[config.mk]
export PLATFORM = sky130hd
export DESIGN_NAME = clock_bringup_sequencer
export DESIGN_NICKNAME = d
export VERILOG_FILES = /design/src/rtl/clk_seq_pkg.sv /design/src/rtl/clock_bringup_sequencer_lock_sync.sv /design/src/rtl/clock_bringup_sequencer.sv
export SDC_FILE = /design/constraint.sdc
export NUM_CORES = 1
export LEC_CHECK = 0
export BUFFER_PORTS_ARGS = -buffer_cell sky130_fd_sc_hd__buf_2
export CAP_MARGIN = 30
export CORE_MARGIN = 10
export CORE_UTILIZATION = 35
export DETAILED_ROUTE_END_ITERATION = 12
export PLACE_DENSITY = 0.48
export SETUP_SLACK_MARGIN = 0.3
export SLEW_MARGIN = 25
export SYNTH_ARGS = -nofsm -noshare
export SYNTH_HDL_FRONTEND = slang
export SYNTH_SLANG_ARGS = --single-unit
[constraint.sdc]
create_clock -name clk -period 2.95 [get_ports clk]
set_input_delay 0.295 -clock clk [delete_from_list [all_inputs] [get_ports clk]]
set_output_delay 0.295 -clock clk [all_outputs]
set_load 0.02 [all_outputs]
[src/rtl/clk_seq_pkg.sv]
// Shared definitions for the clock bring-up sequencer: FSM state encoding
// and the width helpers used to size ports and counters from parameters.
package clk_seq_pkg;

  typedef enum logic [2:0] {
    ST_IDLE   = 3'd0,
    ST_HOLD   = 3'd1,
    ST_WAIT   = 3'd2,
    ST_STABLE = 3'd3,
    ST_RUN    = 3'd4,
    ST_FAIL   = 3'd5
  } state_t;

  // Width of a stage index; a single stage still needs one bit.
  function automatic int idx_width(input int n);
    return (n > 1) ? $clog2(n) : 1;
  endfunction

  // Width of a counter that must reach m (inclusive).
  function automatic int retry_width(input int m);
    return (m > 0) ? $clog2(m + 1) : 1;
  endfunction

  // Width of the shared phase counter, sized for the longest phase.
  function automatic int cnt_width(input int a, input int b, input int c);
    int m;
    m = a;
    if (b > m) m = b;
    if (c > m) m = c;
    return (m > 1) ? $clog2(m) : 1;
  endfunction

endpackage

[src/rtl/clock_bringup_sequencer_lock_sync.sv]
// Multi-flop synchroniser bringing the raw LOCKED pins into the clk domain.
// Each bit is synchronised independently; bits may be skewed by a cycle.
module lock_sync #(
  parameter int WIDTH  = 3,
  parameter int STAGES = 2
) (
  input  logic             clk,
  input  logic             rst_n,
  input  logic [WIDTH-1:0] din,
  output logic [WIDTH-1:0] dout
);

  logic [WIDTH-1:0] sync_q [STAGES];

  // Shift the asynchronous inputs through the flop chain.
  always_ff @(posedge clk or negedge rst_n) begin
    if (!rst_n) begin
      for (int s = 0; s < STAGES; s++) sync_q[s] <= '0;
    end else begin
      sync_q[0] <= din;
      for (int s = 1; s < STAGES; s++) sync_q[s] <= sync_q[s-1];
    end
  end

  assign dout = sync_q[STAGES-1];

endmodule

[src/rtl/clock_bringup_sequencer.sv]
// Brings up a cascade of PLL/DCM stages one at a time: each stage is held in
// reset until everything upstream is stably locked, lock timeouts are retried
// a bounded number of times, and lock loss anywhere restarts from the lowest
// stage that dropped. All outputs are registered.
module clock_bringup_sequencer
  import clk_seq_pkg::*;
#(
  parameter int N_STAGES      = 3,
  parameter int SYNC_STAGES   = 2,
  parameter int HOLD_CYCLES   = 4,
  parameter int LOCK_TIMEOUT  = 4096,
  parameter int STABLE_CYCLES = 64,
  parameter int MAX_RETRIES   = 3
) (
  input  logic                                clk,
  input  logic                                rst_n,
  input  logic                                enable,
  input  logic                                clear_fail,
  input  logic [N_STAGES-1:0]                 lock_async,
  output logic [N_STAGES-1:0]                 stage_rst,
  output logic                                locked,
  output logic                                busy,
  output logic                                failed,
  output logic [idx_width(N_STAGES)-1:0]      fail_stage,
  output logic [retry_width(MAX_RETRIES)-1:0] retry_cnt,
  output logic [N_STAGES-1:0]                 lost_lock
);

  localparam int SW = idx_width(N_STAGES);
  localparam int RW = retry_width(MAX_RETRIES);
  localparam int CW = cnt_width(HOLD_CYCLES, LOCK_TIMEOUT, STABLE_CYCLES);

  localparam logic [CW-1:0] HOLD_LAST   = CW'(HOLD_CYCLES - 1);
  localparam logic [CW-1:0] TMO_LAST    = CW'(LOCK_TIMEOUT - 1);
  localparam logic [CW-1:0] STABLE_LAST = CW'(STABLE_CYCLES - 1);
  localparam logic [SW-1:0] IDX_LAST    = SW'(N_STAGES - 1);
  localparam logic [RW-1:0] RETRY_MAX   = RW'(MAX_RETRIES);

  logic [N_STAGES-1:0] lock_s;
  state_t              state;
  logic [SW-1:0]       idx;
  logic [CW-1:0]       cnt;
  logic [N_STAGES-1:0] loss_vec;
  logic                loss;
  logic [SW-1:0]       loss_idx;

  lock_sync #(
    .WIDTH  (N_STAGES),
    .STAGES (SYNC_STAGES)
  ) u_lock_sync (
    .clk   (clk),
    .rst_n (rst_n),
    .din   (lock_async),
    .dout  (lock_s)
  );

  // Reset pattern seen by the primitives in a given state for current stage i.
  // Stages below i run; stage i runs once its reset pulse has completed.
  function automatic logic [N_STAGES-1:0] rst_mask(input state_t st, input logic [SW-1:0] i);
    logic [N_STAGES-1:0] m;
    m = '1;
    for (int k = 0; k < N_STAGES; k++) begin
      case (st)
        ST_HOLD:             m[k] = (k >= int'(i));
        ST_WAIT, ST_STABLE:  m[k] = (k > int'(i));
        ST_RUN:              m[k] = 1'b0;
        default:             m[k] = 1'b1;
      endcase
    end
    return m;
  endfunction

  // Upstream lock loss: stages already released (all of them in RUN) whose
  // synchronised lock has dropped; restart from the lowest one.
  always_comb begin
    loss_vec = '0;
    loss_idx = '0;
    for (int k = 0; k < N_STAGES; k++) begin
      if ((state == ST_RUN) || (((state == ST_WAIT) || (state == ST_STABLE)) && (k < int'(idx))))
        loss_vec[k] = ~lock_s[k];
    end
    for (int k = N_STAGES - 1; k >= 0; k--) begin
      if (loss_vec[k]) loss_idx = SW'(k);
    end
    loss = |loss_vec;
  end

  // Sequencer FSM with phase counter, stage index and registered outputs.
  always_ff @(posedge clk or negedge rst_n) begin
    if (!rst_n) begin
      state      <= ST_IDLE;
      idx        <= '0;
      cnt        <= '0;
      retry_cnt  <= '0;
      stage_rst  <= '1;
      locked     <= 1'b0;
      busy       <= 1'b0;
      failed     <= 1'b0;
      fail_stage <= '0;
      lost_lock  <= '0;
    end else begin
      if (clear_fail) lost_lock <= '0;

      if ((state != ST_FAIL) && !enable) begin
        state     <= ST_IDLE;
        idx       <= '0;
        cnt       <= '0;
        retry_cnt <= '0;
        stage_rst <= '1;
        locked    <= 1'b0;
        busy      <= 1'b0;
      end else if (loss) begin
        // Lock loss overrides any timeout or advance in the same cycle.
        state     <= ST_HOLD;
        idx       <= loss_idx;
        cnt       <= '0;
        lost_lock <= (clear_fail ? '0 : lost_lock) | loss_vec;
        stage_rst <= rst_mask(ST_HOLD, loss_idx);
        locked    <= 1'b0;
        busy      <= 1'b1;
      end else begin
        case (state)
          ST_IDLE: begin
            if (enable) begin
              state     <= ST_HOLD;
              idx       <= '0;
              cnt       <= '0;
              stage_rst <= rst_mask(ST_HOLD, '0);
              busy      <= 1'b1;
            end
          end
          ST_HOLD: begin
            if (cnt == HOLD_LAST) begin
              state     <= ST_WAIT;
              cnt       <= '0;
              stage_rst <= rst_mask(ST_WAIT, idx);
            end else begin
              cnt <= cnt + 1'b1;
            end
          end
          ST_WAIT: begin
            if (lock_s[idx]) begin
              state <= ST_STABLE;
              cnt   <= '0;
            end else if (cnt == TMO_LAST) begin
              cnt <= '0;
              if (retry_cnt == RETRY_MAX) begin
                state      <= ST_FAIL;
                fail_stage <= idx;
                stage_rst  <= '1;
                busy       <= 1'b0;
                failed     <= 1'b1;
              end else begin
                state     <= ST_HOLD;
                retry_cnt <= retry_cnt + 1'b1;
                stage_rst <= rst_mask(ST_HOLD, idx);
              end
            end else begin
              cnt <= cnt + 1'b1;
            end
          end
          ST_STABLE: begin
            if (!lock_s[idx]) begin
              // A glitch restarts the timeout window for this stage.
              state <= ST_WAIT;
              cnt   <= '0;
            end else if (cnt == STABLE_LAST) begin
              retry_cnt <= '0;
              cnt       <= '0;
              if (idx == IDX_LAST) begin
                state     <= ST_RUN;
                stage_rst <= '0;
                locked    <= 1'b1;
                busy      <= 1'b0;
              end else begin
                // Downstream stages are still in reset, so no HOLD needed.
                state     <= ST_WAIT;
                idx       <= idx + 1'b1;
                stage_rst <= rst_mask(ST_WAIT, idx + 1'b1);
              end
            end else begin
              cnt <= cnt + 1'b1;
            end
          end
          ST_RUN: begin
            locked <= 1'b1;
          end
          ST_FAIL: begin
            if (clear_fail) begin
              state      <= ST_IDLE;
              idx        <= '0;
              cnt        <= '0;
              retry_cnt  <= '0;
              failed     <= 1'b0;
              fail_stage <= '0;
            end
          end
          default: begin
            state     <= ST_IDLE;
            stage_rst <= '1;
            locked    <= 1'b0;
            busy      <= 1'b0;
          end
        endcase
      end
    end
  end

endmodule

; ---- Yosys cells after proc, flatten, opt, wreduce, memory -nomap -nowiden
; Index checks and enable logic that the tools add are counted.
[op_classes]
addsub = 3
order_cmp = 14
eq_ne = 38
n_mux = 85
bitwise = 6
reduce_logical = 26
[ops]
columns = op, count
row1 = 12-bit two-way mux, 9
row2 = 3-bit two-way mux, 24
row3 = 12-bit case mux with 5 select lines, 1
row4 = 2-bit two-way mux, 20
row5 = 1-bit two-way mux, 22
row6 = 4-bit by 2-bit != test with 1-bit output (second input constant), 5
row7 = 4-bit != test (second input constant), 5
row8 = 3-bit by 1-bit != test with 1-bit output (second input constant), 6
row9 = 3-bit case mux with 6 select lines, 1
row10 = 8-bit AND reduction, 2
row11 = 3-bit case mux with 5 select lines, 1
row12 = 7-bit AND reduction, 2
row13 = 12-bit by 1-bit adder with 12-bit output (second input constant), 1
row14 = 12-bit == test (second input constant), 1
row15 = 12-bit by 2-bit == test with 1-bit output (second input constant), 1
row16 = 12-bit by 6-bit == test with 1-bit output (second input constant), 1
row17 = 3-bit != test (second input constant), 4
row18 = 2-bit case mux with 3 select lines, 2
row19 = 6-bit AND reduction, 2
row20 = 1-bit by 2-bit >= comparator with 1-bit output (first input constant), 4
row21 = 7-bit nonzero test, 1
row22 = 3-bit by 2-bit == test with 1-bit output (second input constant), 2
row23 = 3-bit == test (second input constant), 2
row24 = 2-bit by 1-bit != test with 1-bit output (second input constant), 3
row25 = other kinds (32), 50
[totals]
ff_bits = 36
output_inout_bits = 13
word_cells = 184

; ---- Logic depth before layout (Yosys ltp)
[depth]
depth_word = 11
ltp_mapped = 11

; ---- Modules after synthesis
; A second synthesis with hierarchy kept.
[hier_totals]
cells_unflattened = 258
hier_area_um2 = 2431.1
[modules_own_cells]
columns = mod, instances, cells_each, area_each_um2, seq_area_each_um2
row1 = clock_bringup_sequencer, 1, 249, 2258.4, 754.5
row2 = lock_sync, 1, 9, 172.7, 150.1

; ---- Least setup slack after synthesis
; Ideal clock, no wire load.
[synth_path]
path_type = reg2reg
start = register state[1]
end = register idx[1]
setup_time_ns = 0.128
arrival_ns = 2.088
t_required_ns = 2.822
slack_ns = 0.734
path_stages_with_launch = 9
n_path_buf = 2
synth_period_minus_slack_ns = 2.216
cell_sequence = dfrtp_1 -> buf_6 -> or3b_4 -> a21o_1 -> and3_1 -> buf_6 -> a41o_1 -> a31oi_4 -> mux2_1
[synth_via]
elab_chain_len = 10
elab_cells_between_ends = 31
classes_between = eq/ne: 10 / mux: 9 / reduce/logical: 12
[synth_lines]
columns = element, line_no
row1 = "start, declared", clock_bringup_sequencer.sv:40  ; state_t state;
row2 = "start signal, assigned", clock_bringup_sequencer.sv:91  ; state <= ST_IDLE;
row3 = "start signal, assigned", clock_bringup_sequencer.sv:105  ; state <= ST_IDLE;
row4 = "start signal, assigned", clock_bringup_sequencer.sv:114  ; state <= ST_HOLD;
row5 = 3-bit by 2-bit == test with 1-bit output (on tied branches), "clock_bringup_sequencer.sv:79, clock_bringup_sequencer.sv:122"
row6 = 1-bit logical OR, clock_bringup_sequencer.sv:79  ; if ((state == ST_RUN) || (((state == ST_WAIT) || (state == ST_STABLE)) && (k < int'(idx))))
row7 = 1-bit logical AND, clock_bringup_sequencer.sv:79
row8 = 1-bit logical OR, clock_bringup_sequencer.sv:79
row9 = 1-bit two-way mux, clock_bringup_sequencer.sv:79
row10 = 2-bit two-way mux (3 in a row), clock_bringup_sequencer.sv:83  ; if (loss_vec[k]) loss_idx = SW'(k);
row11 = 2-bit two-way mux, clock_bringup_sequencer.sv:112  ; end else if (loss) begin
row12 = 2-bit two-way mux, clock_bringup_sequencer.sv:104  ; if ((state != ST_FAIL) && !enable) begin
row13 = "end signal, assigned", clock_bringup_sequencer.sv:115  ; idx <= loss_idx;
row14 = "end signal, assigned", clock_bringup_sequencer.sv:178  ; idx <= idx + 1'b1;
row15 = "end, declared", clock_bringup_sequencer.sv:41  ; logic [SW-1:0] idx;
; Several ways; a longest one is shown, not always the timed one.
; A chain may end at the register's enable or synchronous reset.

; ---- Worst setup path after layout
[layout_path]
start = register state[1]
end = register cnt[8]
[layout_via]
elab_chain_len = 8
elab_cells_between_ends = 26
classes_between = eq/ne: 8 / mux: 6 / reduce/logical: 12
[layout_lines]
columns = element, line_no
row1 = 3-bit by 2-bit == test with 1-bit output, "clock_bringup_sequencer.sv:79, clock_bringup_sequencer.sv:122"
row2 = 1-bit logical OR, clock_bringup_sequencer.sv:79
row3 = 1-bit logical AND, clock_bringup_sequencer.sv:79
row4 = 1-bit logical OR, clock_bringup_sequencer.sv:79
row5 = 1-bit two-way mux, clock_bringup_sequencer.sv:79
row6 = 3-bit OR reduction, clock_bringup_sequencer.sv:85  ; loss = |loss_vec;
row7 = 4-bit != test (no source line) (tied with other cells), n/a
row8 = 3-bit AND reduction (no source line) or 12-bit two-way mux (tied branches), n/a
row9 = "end signal, assigned", clock_bringup_sequencer.sv:138  ; cnt <= cnt + 1'b1;
row10 = "end signal, assigned", clock_bringup_sequencer.sv:159  ; cnt <= cnt + 1'b1;
row11 = "end signal, assigned", clock_bringup_sequencer.sv:182  ; cnt <= cnt + 1'b1;
row12 = "end, declared", clock_bringup_sequencer.sv:42  ; logic [CW-1:0] cnt;
; Several ways; a longest one is shown, not always the timed one.

==> flow_metrics.py <==
metrics = {
    "run_status": {
        "outcome": "complete, no violations",
    },
    "clock_network": {
        "cts_max_path_buffers": 2,
        "ctsHtreeMaxLevel": 2,
        "cts.reportedPaths.clkPinSlew_ns": 0.09,
        "cts_hold_buffers": 0,
        "insertion_delay_ns": 0.31,
        "clock_tree_from_tritoncts": "done",
        "clock_tree.root_cell": "clkbuf_8",
        "tritoncts_num_sinks": 36,
        "cts_buffers": 5,
    },
    "placement": {
        "gp_congestion": 0.866,
        "place_ws_ns": 0.445,
        "buffer_ports.inserted": 19,
        "place_hpwl_mm": 4.71,
    },
    "grt": {
        "first_global_vias": 2032,
        "globalRoute.totalOverflow": 0,
        "grt_pass1_wl_mm": 10.8,
        "grt_max_degree": 37,
        "groute.usage.overall": 0.130,
        "grt_antenna_before_repair": 0,
    },
    "routing": {
        "drt_first_iter_violations": 302,
        "firstDrtPassIters": 4,
        "total_wire_length_after_detailed_routing_mm": 6.35,
        "antenna_violating_nets_post_route": 0,
        "routed_via_density": 5.63,
        "post-route-drc-count": 0,
        "vias": 2104,
        "drt-wirelength-per-cell_um": 17.0,
    },
    "timing": {
        "tightest_slew_ns": 0.807,
        "final.setup.tns_ns": 0,
        "finalMaxSlewViolations": 0,
        "grt_setup_unrepaired": "no",
        "portion_of_the_clock_cycle_consumed_by_the_worst_path_in_the_final_layout": 0.835,
        "period_needed_ns": 2.46,
        "skew_ns": 0.0161,
        "relSlewSlack": 0.462,
        "fmaxAchievable_mhz": 406,
        "timing.final.hold_violations": 0,
        "setup_ws_ns": 0.486,
        "finalSetupViolCount": 0,
    },
    "logic_synthesis": {
        "mappedNetlistNets": 284,
        "synth_async_sr_flop_share": 1.00,
        "synth_edf_count": 0,
        "count_of_unique_library_cells_instantiated_by_yosys": 56,
        "synth_cells": 269,
        "synth_seq_area_share": 0.378,
        "syn_avg_cell_area_um2": 8.89,
        "synth-warning-count": 0,
        "synthesis.area_um2": 2390,
        "synth.ff_latch_count": 36,
        "synth_ff_type": "dfrtp_1",
    },
    "critical_path": {
        "cp_cell_sequence": "or3b_4, a21o_1, and3_1, a41o_1, a21o_1, a22o_1",
        "timing.critical_path.to_type": "flip-flop",
        "crit_family": "compound AO/OA/AOI/OAI gates",
        "cp.buffers_inverters": 0,
        "critical-path-top-cell-by-count": "a21o_1",
        "critPathLaunchType": "flip-flop",
        "cp.arrival_ns": 2.66,
        "stage_delay_of_the_slowest_cell_on_the_critical_path_ns": 0.52,
        "path_class": "reg2reg",
        "crit_required_ns": 3.15,
        "crit_slowest_cell": "dfrtp_1",
        "critPathLaunch": "state[1]",
        "crit_path_max_fanout": 12,
        "r2r_start": "state[1]",
    },
    "cells_and_area": {
        "antenna_cells": 0,
        "mostFrequentLayoutCells": "nand2_1 (35), dfrtp_1 (32), nor2_1 (26), buf_2 (19), nand3_1 (13)",
        "final_common_cell": "nand2_1",
        "fill_cells": 680,
        "area_delta_synth_final_pct": 12.2,
        "layout-drive-gt1-share": 0.187,
        "nets": 308,
    },
    "job": {
        "maxCapViolCount": 0,
    },
    "floorplanning": {
        "initial_standard_cell_utilization_of_the_core": 0.356,
        "die_w_um": 103,
        "core_area_um2": 6720,
        "chipHeight_um": 103,
        "io_pins": 20,
        "placementRows": 30,
        "fp.dieArea_um2": 10500,
    },
    "min_path": {
        "min-delay-path-class": "in2async",
    },
    "power": {
        "vdd.ir_drop.worst_uv": 249,
        "power.density_nw_per_um2": 420,
        "leakage_power_total_uw": 0.00116,
    },
}
[power breakdown]
group | switching [µW] | internal [µW]
clock | 215 | 167
sequential | 24.4 | 519
combinational | 125 | 75.6
total | 365 | 762
[per-layer routing]
metal / share of wire / global-route usage
met1: 0.49 / 0.190
met5: 0 / 0
met2: 0.42 / 0.176
met4: 0.020 / 0.0531
met3: 0.068 / 0.0328
[flip-flops by register name, indices dropped and copies added (netlist names)]
register,cells
busy,1
failed,1
cnt,12
u_lock_sync.sync_q,3
retry_cnt,2
locked,1
fail_stage,2
state,3
u_lock_sync.dout,3
idx,2
lost_lock,3
stage_rst,3
[through the flow]
step | std cells | power, µW | hold WS, ns | instance area (µm²) | utilization
after floorplan | 269 | 681 | -0.000591 | 2390 | -
after global placement | 366 | 758 | 0.332 | 2590 | 0.385
after detailed placement | 366 | 755 | 0.335 | 2590 | 0.385
after CTS | 374 | 1140 | 0.0765 | 2680 | 0.399
after global routing | 374 | 1190 | 0.0703 | 2680 | 0.399
final | 374 | 1130 | 0.0646 | 2680 | 0.399
[repair_timing]
action / 4_1_cts / 5_1_grt
setup endpoints to repair: 0 / 2
hold endpoints to repair: 0 / 0
resized for setup: 0 / 2
buffers inserted: 0 / 0
[area by class of cell]
class	count	area (µm²)	share of cell area
multi-input combinational	212	1380	0.514
sequential	36	906	0.338
timing repair buffer	29	170	0.0634
tap	80	100	0.0373
clock buffer	5	68.8	0.0257
inverter	9	33.8	0.0126
clock inverter	3	23.8	0.00886
[final timing paths]
path / end / depth (start not counted) / slack [ns]
max: cnt[8] / 6 / 0.49
min: state[0] / 1 / 0.06
max reg2reg: cnt[8] / 6 / 0.49
min reg2reg: u_lock_sync.dout[2] / 0 / 0.35
max in group asynchronous: state[2] / 1 / 2.34
min in group clk: u_lock_sync.sync_q[3] / 1 / 0.09
[synth_stat cells, types with 2 or more instances]
| cell type | number | area share |
|---|---|---|
| or3_1 | 5 | 0.013 |
| o22ai_1 | 5 | 0.013 |
| and3_1 | 3 | 0.0079 |
| nor2_1 | 27 | 0.042 |
| mux2i_1 | 6 | 0.025 |
| nand3_1 | 13 | 0.027 |
| o211ai_1 | 6 | 0.019 |
| o2bb2ai_1 | 2 | 0.0073 |
| buf_2 | 3 | 0.0063 |
| buf_6 | 3 | 0.014 |
| a21o_1 | 4 | 0.013 |
| dfrtp_1 | 33 | 0.35 |
| a41o_1 | 2 | 0.0084 |
| and2_1 | 3 | 0.0079 |
| o21ai_0 | 9 | 0.019 |
| nor2b_1 | 7 | 0.018 |
| o32a_1 | 3 | 0.013 |
| o22a_1 | 2 | 0.0073 |
| nand2_1 | 35 | 0.055 |
| a22o_1 | 3 | 0.011 |
| a22oi_2 | 2 | 0.010 |
| nor3_1 | 4 | 0.0084 |
| o21ai_1 | 10 | 0.021 |
| ha_1 | 8 | 0.042 |
| inv_1 | 9 | 0.014 |
| dfstp_2 | 3 | 0.033 |
| nand4_1 | 6 | 0.016 |
| nor2_2 | 2 | 0.0052 |
| nor4_1 | 2 | 0.0052 |
| mux2_1 | 6 | 0.028 |
| a21oi_1 | 10 | 0.021 |
| o21a_1 | 3 | 0.0094 |
| clkbuf_1 | 4 | 0.0063 |
| nand3b_1 | 4 | 0.013 |
[cell families after synthesis]
group                    count (synthesis)  share of synthesized area
buffers and inverters                   21                     0.0455
adder cells (fa/ha/maj)                  8                     0.0419
AO/OA/AOI/OAI                           72                      0.219
multiplexers                            12                     0.0534
AND/OR/NAND/NOR                        120                      0.262
flip-flops                              36                      0.378
Power figures use the tool's default switching activity.
